===== src/rtl/xorshift_pkg.sv =====
// Shared constants for the xorshift stream generator: shift triplets per width
// and the two-state controller encoding.
package xorshift_pkg;

  localparam int SH32_A = 13;
  localparam int SH32_B = 17;
  localparam int SH32_C = 5;

  localparam int SH64_A = 13;
  localparam int SH64_B = 7;
  localparam int SH64_C = 17;

  typedef enum logic {
    WARM = 1'b0,
    RUN  = 1'b1
  } fsm_e;

endpackage


===== src/rtl/xorshift_step.sv =====
// One xorshift advance: x ^= x<<A; x ^= x>>B; x ^= x<<C (bits shifted out are lost).
module xorshift_step
  import xorshift_pkg::*;
#(
  parameter int WIDTH = 32
) (
  input  logic [WIDTH-1:0] cur,
  output logic [WIDTH-1:0] nxt
);

  localparam int A = (WIDTH == 64) ? SH64_A : SH32_A;
  localparam int B = (WIDTH == 64) ? SH64_B : SH32_B;
  localparam int C = (WIDTH == 64) ? SH64_C : SH32_C;

  logic [WIDTH-1:0] t1;
  logic [WIDTH-1:0] t2;

  always_comb begin
    t1  = cur ^ (cur << A);
    t2  = t1 ^ (t1 >> B);
    nxt = t2 ^ (t2 << C);
  end

endmodule


===== src/rtl/xorshift_prng_stream.sv =====
// Xorshift PRNG with a valid/ready output stream, reseeding and optional warm-up
// advances after every (re)seed.
module xorshift_prng_stream
  import xorshift_pkg::*;
#(
  parameter int               WIDTH        = 32,
  parameter logic [WIDTH-1:0] SEED_DEFAULT = WIDTH'(32'd20240301),
  parameter int               WARMUP       = 0
) (
  input  logic             clk,
  input  logic             rst_n,
  input  logic             seed_load,
  input  logic [WIDTH-1:0] seed_in,
  input  logic             en,
  input  logic             out_ready,
  output logic             out_valid,
  output logic [WIDTH-1:0] out_data,
  output logic             busy,
  output logic [31:0]      gen_count
);

  localparam logic [7:0] WARM_LAST = 8'(WARMUP - 1);

  fsm_e             fsm, fsm_nxt;
  logic [WIDTH-1:0] x, x_nxt, step_out;
  logic [WIDTH-1:0] data_nxt;
  logic             valid_nxt;
  logic [31:0]      gc_nxt;
  logic [7:0]       warm_cnt, warm_nxt;

  xorshift_step #(.WIDTH(WIDTH)) u_step (
    .cur (x),
    .nxt (step_out)
  );

  always_comb begin
    fsm_nxt   = fsm;
    x_nxt     = x;
    data_nxt  = out_data;
    valid_nxt = out_valid;
    gc_nxt    = gen_count;
    warm_nxt  = warm_cnt;
    if (seed_load) begin
      // A zero seed would lock the generator at zero forever.
      x_nxt     = (seed_in == '0) ? SEED_DEFAULT : seed_in;
      valid_nxt = 1'b0;
      gc_nxt    = '0;
      fsm_nxt   = WARM;
      warm_nxt  = '0;
    end else begin
      case (fsm)
        WARM: begin
          if (WARMUP == 0) begin
            fsm_nxt = RUN;
          end else begin
            x_nxt    = step_out;
            warm_nxt = warm_cnt + 8'd1;
            if (warm_cnt == WARM_LAST) fsm_nxt = RUN;
          end
        end
        RUN: begin
          if (out_valid && out_ready) gc_nxt = gen_count + 32'd1;
          if (en && (!out_valid || out_ready)) begin
            x_nxt     = step_out;
            data_nxt  = step_out;
            valid_nxt = 1'b1;
          end else if (out_valid && out_ready) begin
            valid_nxt = 1'b0;
          end
        end
        default: fsm_nxt = WARM;
      endcase
    end
  end

  always_ff @(posedge clk) begin
    if (!rst_n) begin
      fsm       <= WARM;
      x         <= SEED_DEFAULT;
      out_data  <= '0;
      out_valid <= 1'b0;
      gen_count <= '0;
      warm_cnt  <= '0;
    end else begin
      fsm       <= fsm_nxt;
      x         <= x_nxt;
      out_data  <= data_nxt;
      out_valid <= valid_nxt;
      gen_count <= gc_nxt;
      warm_cnt  <= warm_nxt;
    end
  end

  assign busy = (fsm == WARM);

endmodule


===== config.mk =====
export PLATFORM = sky130hd
export DESIGN_NAME = xorshift_prng_stream
export DESIGN_NICKNAME = d
export VERILOG_FILES = /design/src/rtl/xorshift_pkg.sv /design/src/rtl/xorshift_step.sv /design/src/rtl/xorshift_prng_stream.sv
export SDC_FILE = /design/constraint.sdc
export NUM_CORES = 1
export LEC_CHECK = 0
export BUFFER_PORTS_ARGS = -buffer_cell sky130_fd_sc_hd__buf_4
export CORE_AREA = 3 3 105 107
export CTS_BUF_LIST = sky130_fd_sc_hd__clkbuf_16
export DETAILED_ROUTE_END_ITERATION = 10
export DIE_AREA = 0 0 108 110
export PLACE_DENSITY = 0.81
export SYNTH_ARGS = -nofsm -noshare
export SYNTH_HDL_FRONTEND = slang
export SYNTH_SLANG_ARGS = --single-unit

===== constraint.sdc =====
create_clock -name clk -period 1.75 [get_ports clk]
set_input_delay 0.2625 -clock clk [delete_from_list [all_inputs] [get_ports clk]]
set_output_delay 0.2625 -clock clk [all_outputs]
set_load 0.02 [all_outputs]

==> impl_results.md, run 1 <==
- Overall power: 5.75 mW
- Die height: approximately 110 um
- Crit path from: x[14]$_SDFFE_PN1P_
- CP Class: reg2reg
- Fill cells: 831
- RSZ-0062 raised after global routing: true
- Setup crit start kind: register
- N_diodes: 0
- Mean area per synthesized cell: 9.02 um2
- Status: finished, final reports clean
- Layout cells sized above 1: 28.7%
- Yosys top cell area share: between 30% and 40%
- Setup tns final: 0 ps
- Core Area: 10200 um2
- H-tree depth: 3
- Routed via count: 4469
- Max Fclk: 0.576 GHz
- Largest family of logic cells by synthesized area: XOR/XNOR gates
- Clock Latency Late Sink: 340 ps
- Peak VDD IR: 573 uV
- GRT Total Usage: between 20% and 30%
- FFs w/ async S/R, synth: 0%
- Sinks on the clock net: 98
- CTS tree: yes
- Crit-path max FO: 5
- Fin nets: 726
- Die X: 108 um
- Reg-to-reg slack, setup: 10 ps
- Drt wl/cell: 16.9 um
- Worst flop-to-flop path startpoint: x[14]$_SDFFE_PN1P_
- Final critical-path share of the clock period: 99.2%
- DP HPWL: approximately 11000 um
- Syn Std Cell Area: 5030 um2
- Distinct cell type count after synthesis: ~50
- Dpl ws: -110 ps
- Worst path slowest cell: dfxtp_1
- DRC viols: 0
- Worst slew pin tran: 636 ps
- CP cell instances: xnor3_1 > xor2_1 > a31oi_1 > o21a_1
- Synth Area in Simple Gates: 17.9%
- Seq/Total Area, Yosys: 39.0%
- Crit end category: register
- Ports: 103
- Final setup viols: 0
- Vias/cell: roughly 5.4
- First drt pass iteration count: 5
- Hold_buf cts: 0
- Largest cells by area after synthesis: dfxtp_1 (39%), xnor2_1 (14%), xor2_1 (5.7%)
- Num CTS Buffers: 9
- Compound-gate portion of the synthesized area: 11.7%
- Mapped Cells: 558
- Min-delay src: seed_in[10]
- Slew Viols, Final: 0
- Flops & latches, synth: 98
- Clock buffer depth: 2
- Syn_nets: 596
- Post-Synth Adder-Cell Area: 0.249%
- Final hold viol count: 0
- Initial core utilization: about half
- EDFF count, synth: 0
- LEAKAGE: 2.62 nW
- Die Area: about 12000 um2
- Largest delay share family, worst path: XOR/XNOR gates
- Synthesis-to-layout area growth: 30.7%
- Largest stage delay, worst path: 530 ps
- Largest net degree at the start of global routing: 36
- Cell Rows: 37
- Commonest cells after routing, fill and taps aside: buf_4 (154), dfxtp_1 (90), xnor2_1 (82)
- First-pass GRT wire length: 21300 um
- HP Class: in2reg
- Synthesis Warnings: 0
- Post-layout util: between 60% and 70%
- Vias in the first global route: 4223
- ANT nets after route: 0
- Final WS setup: 14.7 ps
- Critical path buffers and inverters: 0
- Worst hold slack: 159 ps
- Worst slew margin: a little under three fifths
- Initial antenna violation count: 0
- Required time of the worst setup path: 1990 ps
- Clock Pin Slew Worst Setup and Hold Paths: 70 ps
- Final WL: between 10000 and 15000 um
- XOR/XNOR share of the synthesized area: 26.4%
- Remaining Overflow, GRT: 0
- Initial DRC count: approximately 400
- Final Wtd Congestion: 0.975
- P per Cell Area: 874 nW/um2
- Max Clock Skew: roughly 7.6 ps
- Area leader, netlist: dfxtp_1
- Arrival @ worst endpoint: 1970 ps
- Port Buf Inserts: 102
- CTS root buf: clkbuf_16
- Crit path time final: 1740 ps
- Multiplexer share of the synthesized area: less than 1%
- Synth Flop Type: dfxtp_1
- Commonest non-fill, non-tap cell in the layout: buf_4
- Max cap viols: 0
-- metrics by stage --
step	instance area [um2]	cells
after floorplan	5040	558
after global placement	6230	813
after detailed placement	6230	813
after CTS	6520	827
after global routing	6580	827
final	6580	827
-- state kept, by name, summed over array words and instances, names as in the netlist --
name,count
gen_count,32
out_data,32
out_valid,1
fsm,1
x,32
-- worst register-to-register path, delay by kind of cell (launching register included) --
| kind | cells | cell delay (ps) |
|---|---|---|
| DFF | 1 | 530 |
| xor gates and xnor gates | 2 | 850 |
| AOI/OAI and AO/OA | 2 | 250 |
-- timing repair --
action,in CTS,in global routing
resized for setup,0,13
endpoints found under the setup margin,0,17
setup buffers,0,0
-- logic make-up after synthesis --
| kind of cell | after synthesis |
|---|---|
| flops | 98 |
| fa+ha+maj | 1 |
| compound gates | 90 |
| xor+xnor | 132 |
| simple gates | 186 |
| buf+inv | 49 |
| mux | 2 |
-- final timing paths --
check | end | cells past startpoint
setup / recovery | x[10]$_SDFFE_PN1P_ | 4
setup reg to reg | x[10]$_SDFFE_PN1P_ | 4
hold / removal | x[10]$_SDFFE_PN1P_ | 2
hold reg to reg | out_data[4]$_SDFFE_PN0P_ | 2
-- synthesized netlist by cell type (3+ instances only) --
master / count
nor4_1: 9
clkbuf_1: 16
and4_1: 7
buf_1: 3
a2bb2oi_1: 8
a211oi_1: 21
o22a_1: 3
xnor3_1: 4
nand3_1: 10
nand4_1: 7
o21ai_0: 21
and3_1: 4
or3_1: 6
inv_1: 11
xor3_1: 4
xor2_1: 33
xnor2_1: 83
o21a_1: 3
nor2_1: 65
and2_1: 3
nand2_1: 46
buf_2: 15
nor3_1: 16
xnor2_2: 6
a21oi_1: 24
dfxtp_1: 98
-- power breakdown --
group	switching, mW	total (mW)	internal (mW)
Combinational	0.715	1.41	0.694
Sequential	0.102	2.42	2.32
Clock	0.836	1.93	1.09
Total	1.65	5.75	4.10
-- final cells by class --
cell class / instances / area [um2] / area share, %
clock buffer: 9 / 225 / 3.42
sequential: 98 / 1970 / 30.0
timing repair buffer: 156 / 1200 / 18.2
inverter: 12 / 45.0 / 0.684
clock inverter: 5 / 57.6 / 0.874
tap: 136 / 170 / 2.59
multi-input combinational: 411 / 2920 / 44.3
-- layer usage --
metal | part of all wire (%) | track usage, %
met1 | 41 | 30.0
met2 | 47 | 38.0
met3 | 8.8 | 4.89
met4 | 3.0 | 9.02
met5 | 0 | 0
Note: power is estimated with default switching activity, not from simulation.
==> inputs of run 2 (changes only) <==
- PLACE_DENSITY: 0.81 -> 0.73
==> impl_results.md, run 2 (synthesis gave the netlist of run 1 again) <==
- Setup tns final: 0 ps (unchanged)
- Commonest non-fill, non-tap cell in the layout: buf_4 (unchanged)
- Worst slew margin: 65.5% (was 57.3%)
- Initial DRC count: 275 (was 404)
- Critical path buffers and inverters: 0 (unchanged)
- Final WL: 14000 um (about the same)
- Final setup viols: 0 (unchanged)
- LEAKAGE: 2.66 nW (was 2.62 nW)
- Placed Cells: 813 (unchanged)
- Clock Pin Slew Worst Setup and Hold Paths: 70 ps (about the same)
- Die Area: 11900 um2 (unchanged)
- Layout cells sized above 1: 31.0% (was 28.7%)
- CP Class: reg2reg (unchanged)
- Required time of the worst setup path: 1990 ps (about the same)
- Clock Latency Late Sink: 350 ps (was 340 ps)
- Peak VDD IR: 727 uV (was 573 uV)
- Sinks on the clock net: 98 (unchanged)
- DRC viols: 0 (unchanged)
- Clock buffer depth: 2 (unchanged)
- First drt pass iteration count: 5 (unchanged)
- Min-delay src: seed_in[10] (unchanged)
- Initial antenna violation count: 0 (unchanged)
- Final hold viol count: 0 (unchanged)
- Arrival @ worst endpoint: 1950 ps (was 1970 ps)
- Slew Viols, Final: 0 (unchanged)
- Port Buf Inserts: 102 (unchanged)
- Die X: 108 um (unchanged)
- Final WS setup: 44.4 ps (was 14.7 ps)
- Dpl ws: -34.1 ps (was -110 ps)
- Max cap viols: 0 (unchanged)
- Max Fclk: 0.586 GHz (was 0.576 GHz)
- Status: finished, final reports clean (unchanged)
- Worst slew pin tran: 515 ps (was 636 ps)
- Remaining Overflow, GRT: 0 (unchanged)
- Vias in the first global route: 4125 (was 4223)
- Post-layout util: 65.4% (was 64.3%)
- Final critical-path share of the clock period: 97.5% (was 99.2%)
- Core Area: 10200 um2 (unchanged)
- Largest regs: gen_count: 32 flops, out_data: 32 flops, x: 32 flops (unchanged)
- Crit path time final: 1710 ps (was 1740 ps)
- Commonest cells after routing, fill and taps aside: buf_4 (157), dfxtp_1 (88), xnor2_1 (81) (was buf_4 (154), dfxtp_1 (90), xnor2_1 (82))
- CP cell instances: xnor2_2 > xnor2_2 > xnor2_1 > and3_1 > a2111oi_2 (was xnor3_1 > xor2_1 > a31oi_1 > o21a_1)
- H-tree depth: 3 (unchanged)
- Max Clock Skew: 6.66 ps (was 7.59 ps)
- Design area: 6690 um2 (was 6580 um2)
- Num CTS Buffers: 9 (unchanged)
- DP HPWL: 10300 um (was 10600 um)
- ANT nets after route: 0 (unchanged)
- Final Wtd Congestion: 0.961 (was 0.975)
- Hold Path Sink: x[10]$_SDFFE_PN1P_ (unchanged)
- CP dominant cell by count: xnor2_2
- Drt wl/cell: 16.8 um (was 16.9 um)
- RSZ-0062 raised after global routing: true (unchanged)
- Placed cell areas: 6220 um2 (was 6230 um2)
- FF-to-FF End: x[6]$_SDFFE_PN0P_ (was x[10]$_SDFFE_PN1P_)
- Routed via count: 4434 (was 4469)
- Overall power: 5.78 mW (was 5.75 mW)
- Ports: 103 (unchanged)
- Worst path slowest cell: dfxtp_1 (unchanged)
- Fin nets: 732 (was 726)
- Die height: 110 um (unchanged)
- First-pass GRT wire length: 21600 um (was 21300 um)
- Setup crit start kind: register (unchanged)
- Reg-to-reg slack, setup: 40 ps (was 10 ps)
- Synthesis-to-layout area growth: 32.9% (was 30.7%)
- Largest delay share family, worst path: XOR/XNOR gates (unchanged)
- Reg2Reg Depth: 5 (was 4)
- Largest stage delay, worst path: 400 ps (was 530 ps)
- Worst flop-to-flop path startpoint: x[18]$_SDFFE_PN1P_ (was x[14]$_SDFFE_PN1P_)
- N_diodes: 0 (unchanged)
- Hold depth: 2 (unchanged)
- Crit-path max FO: 4 (was 5)
- Initial core utilization: 49.2% (unchanged)
- Post-Layout Cell Count: 835 (was 827)
- Fill cells: 863 (was 831)
- Cell Rows: 37 (unchanged)
- Largest net degree at the start of global routing: 51 (was 36)
- P per Cell Area: 864 nW/um2 (was 874 nW/um2)
- Crit end category: register (unchanged)
- CTS tree: yes (unchanged)
- GRT Total Usage: 23.4% (was 23.1%)
- CTS root buf: clkbuf_16 (unchanged)
- HP Class: in2reg (unchanged)
- Worst hold slack: 147 ps (was 159 ps)
- Vias/cell: 5.31 (was 5.40)
==> run 2: layer usage <==
layer	routed length, um	vias to the layer above	track usage, %
met5	0	-	0
met4	315	0	8.12
met3	954	22	3.73
met2	6500	182	37.5
met1	6220	2068	32.3
li1	-	2162	-
==> run 2: what timing repair did <==
action | in CTS | in global routing
endpoints found under the hold margin | 0 | 0
pin swaps | 0 | 6
setup buffers | 0 | 3
resized for setup | 1 | 29
endpoints found under the setup margin | 1 | 42
gates cloned | 0 | 3
hold buffers | 0 | 0
==> run 2: final cells by class <==
type / count / area, um2 / share of cell area [%]
multi-input combinational: 412 / 2970 / 44.3
sequential: 98 / 1980 / 29.5
timing repair buffer: 161 / 1240 / 18.5
clock buffer: 9 / 225 / 3.37
tap: 136 / 170 / 2.54
clock inverter: 7 / 68.8 / 1.03
inverter: 12 / 45.0 / 0.673
==> run 2: how the worst max path moves through the flow <==
stage	from	slack [ps]	cells after the start	to
5_1_grt	x[7]$_SDFFE_PN1P_	-30	5	x[8]$_SDFFE_PN1P_
6_report	x[18]$_SDFFE_PN1P_	40	5	x[6]$_SDFFE_PN0P_
4_1_cts	x[15]$_SDFFE_PN1P_	9	5	x[16]$_SDFFE_PN0P_
3_3_place_gp	seed_in[25]	-20	6	x[12]$_SDFFE_PN1P_
2_1_floorplan	gen_count[1]$_SDFFE_PP0P_	2	7	gen_count[28]$_SDFFE_PP0P_
3_5_place_dp	gen_count[19]$_SDFFE_PP0P_	-30	5	gen_count[31]$_SDFFE_PP0P_
==> run 2: power by group <==
group | internal (mW) | switching (mW) | leakage [nW] | total, mW
registers | 2.32 | 0.0962 | 0.805 | 2.41
logic | 0.696 | 0.690 | 1.71 | 1.39
clock network | 1.11 | 0.877 | 0.142 | 1.98
==> inputs of run 3 (changes only) <==
- CORE_AREA: 3 3 105 107 -> 3 3 114 116
- DIE_AREA: 0 0 108 110 -> 0 0 117 119
- PLACE_DENSITY: 0.73 -> 0.63
==> impl_results.md, run 3 (synthesis gave the netlist of run 1 again) <==
- Status: finished, final reports clean (unchanged)
- CP Class: reg2reg (unchanged)
- Clock Latency Late Sink: 350 ps (about the same)
- Largest regs: gen_count: 32 flops, out_data: 32 flops, x: 32 flops (unchanged)
- Hold depth: 2 (unchanged)
- Commonest non-fill, non-tap cell in the layout: buf_4 (unchanged)
- Setup crit start kind: register (unchanged)
- Final critical-path share of the clock period: 97.7% (was 97.5%)
- DP HPWL: 10900 um (was 10300 um)
- Dpl ws: -65.8 ps (was -34.1 ps)
- Max Fclk: 0.585 GHz (was 0.586 GHz)
- Crit end category: register (unchanged)
- Clock buffer depth: 2 (unchanged)
- Crit path time final: 1710 ps (about the same)
- Final setup viols: 0 (unchanged)
- Crit-path max FO: 7 (was 4)
- Design area: 6660 um2 (was 6690 um2)
- Num CTS Buffers: 9 (unchanged)
- Ports: 103 (unchanged)
- Die Area: 13900 um2 (was 11900 um2)
- Remaining Overflow, GRT: 0 (unchanged)
- Setup tns final: 0 ps (unchanged)
- Commonest cells after routing, fill and taps aside: buf_4 (158), dfxtp_1 (92), xnor2_1 (82) (was buf_4 (157), dfxtp_1 (88), xnor2_1 (81))
- Post-layout util: 55.5% (was 65.4%)
- Final hold viol count: 0 (unchanged)
- Required time of the worst setup path: 1990 ps (about the same)
- First-pass GRT wire length: 22700 um (was 21600 um)
- Worst flop-to-flop path startpoint: gen_count[16]$_SDFFE_PP0P_ (was x[18]$_SDFFE_PN1P_)
- Hold Path Sink: x[10]$_SDFFE_PN1P_ (unchanged)
- Reg-to-reg slack, setup: 40 ps (about the same)
- Routed via count: 4414 (was 4434)
- Peak VDD IR: 449 uV (was 727 uV)
- Vias in the first global route: 4275 (was 4125)
- RSZ-0062 raised after global routing: true (unchanged)
- Drt wl/cell: 17.1 um (was 16.8 um)
- Port Buf Inserts: 102 (unchanged)
- Arrival @ worst endpoint: 1950 ps (about the same)
- Worst slew margin: 54.5% (was 65.5%)
- FF-to-FF End: gen_count[27]$_SDFFE_PP0P_ (was x[6]$_SDFFE_PN0P_)
- Post-Layout Cell Count: 846 (was 835)
- Clock Pin Slew Worst Setup and Hold Paths: 70 ps (about the same)
- Placed cell areas: 6260 um2 (was 6220 um2)
- CTS tree: yes (unchanged)
- Reg2Reg Depth: 6 (was 5)
- Max Clock Skew: 6.44 ps (was 6.66 ps)
- Initial DRC count: 291 (was 275)
- Hold_buf cts: 0 (unchanged)
- Die height: 119 um (was 110 um)
- Final WL: 14400 um (was 14000 um)
- Worst slew pin tran: 677 ps (was 515 ps)
- First drt pass iteration count: 4 (was 5)
- Initial core utilization: 41.9% (was 49.2%)
- Initial antenna violation count: 0 (unchanged)
- LEAKAGE: 2.67 nW (was 2.66 nW)
- Final WS setup: 40.7 ps (was 44.4 ps)
- Placed Cells: 826 (was 813)
- ANT nets after route: 0 (unchanged)
- Die X: 117 um (was 108 um)
- Synthesis-to-layout area growth: 32.4% (was 32.9%)
- CTS root buf: clkbuf_16 (unchanged)
- HP Class: in2reg (unchanged)
- Slew Viols, Final: 0 (unchanged)
- Max cap viols: 0 (unchanged)
- Overall power: 5.75 mW (was 5.78 mW)
- Min-delay src: seed_in[10] (unchanged)
- Final Wtd Congestion: 0.903 (was 0.961)
- Worst hold slack: 150 ps (was 147 ps)
- Vias/cell: 5.22 (was 5.31)
- Fin nets: 732 (unchanged)
- N_diodes: 0 (unchanged)
- Largest net degree at the start of global routing: 38 (was 51)
- GRT Total Usage: 21.1% (was 23.4%)
- Core Area: 12000 um2 (was 10200 um2)
- P per Cell Area: 862 nW/um2 (was 864 nW/um2)
- Sinks on the clock net: 98 (unchanged)
- DRC viols: 0 (unchanged)
- Cell Rows: 40 (was 37)
- H-tree depth: 3 (unchanged)
- Layout cells sized above 1: 29.9% (was 31.0%)
[run 3: changes by cell type in the layout (fill, tap and decap cells not counted), sizes merged]
cell and delta:
buf +1, bufinv -1, clkinv -1, clkinvlp -1, inv +3, or3b -1
[run 3: layout make-up]
class | count | area, um2
Tap cell | 147 | 184
Multi-Input combinational cell | 411 | 2910
Inverter | 12 | 45.0
Timing Repair Buffer | 162 | 1260
Clock buffer | 9 | 225
Fill cell | 1132 | 5350
Sequential cell | 98 | 1980
Clock inverter | 7 | 60.1
[run 3: routing by layer]
metal	global-route usage, %	share of wire [%]
met5	0	0
met4	7.67	3.0
met1	30.1	46
met2	31.3	45
met3	4.47	5.9
[run 3: worst max-delay path: stages, from the launching register on]
cell and delay (ps):
dfxtp_4 380, and4_1 200, or3b_4 430, buf_12 160
nor3_1 240, xnor2_1 150, nor2_1 50
[run 3: worst max-delay path by stage]
stage	start	cells past startpoint	slack (ps)	to
detailed placement	seed_in[16]	7	-70	x[7]$_SDFFE_PN1P_
global route	gen_count[16]$_SDFFE_PP0P_	6	-20	gen_count[28]$_SDFFE_PP0P_
CTS	x[14]$_SDFFE_PN1P_	5	30	x[15]$_SDFFE_PN1P_
global placement	seed_in[16]	7	-60	x[8]$_SDFFE_PN1P_
floorplan	gen_count[1]$_SDFFE_PP0P_	7	2	gen_count[28]$_SDFFE_PP0P_
finish	gen_count[16]$_SDFFE_PP0P_	6	40	gen_count[27]$_SDFFE_PP0P_
[run 3: power by group]
part / total (mW) / switching, mW / internal (mW) / leakage, nW
clock: 1.93 / 0.943 / 0.991 / 0.137
combinational: 1.40 / 0.710 / 0.694 / 1.73
sequential: 2.41 / 0.0967 / 2.31 / 0.802
total: 5.75 / 1.75 / 4.00 / 2.67
[run 3: timing repair]
item | CTS | global route
resized for setup | 1 | 17
gates cloned | 0 | 1
pin swaps | 0 | 5
endpoints found under the setup margin | 6 | 37
buffers inserted | 0 | 3
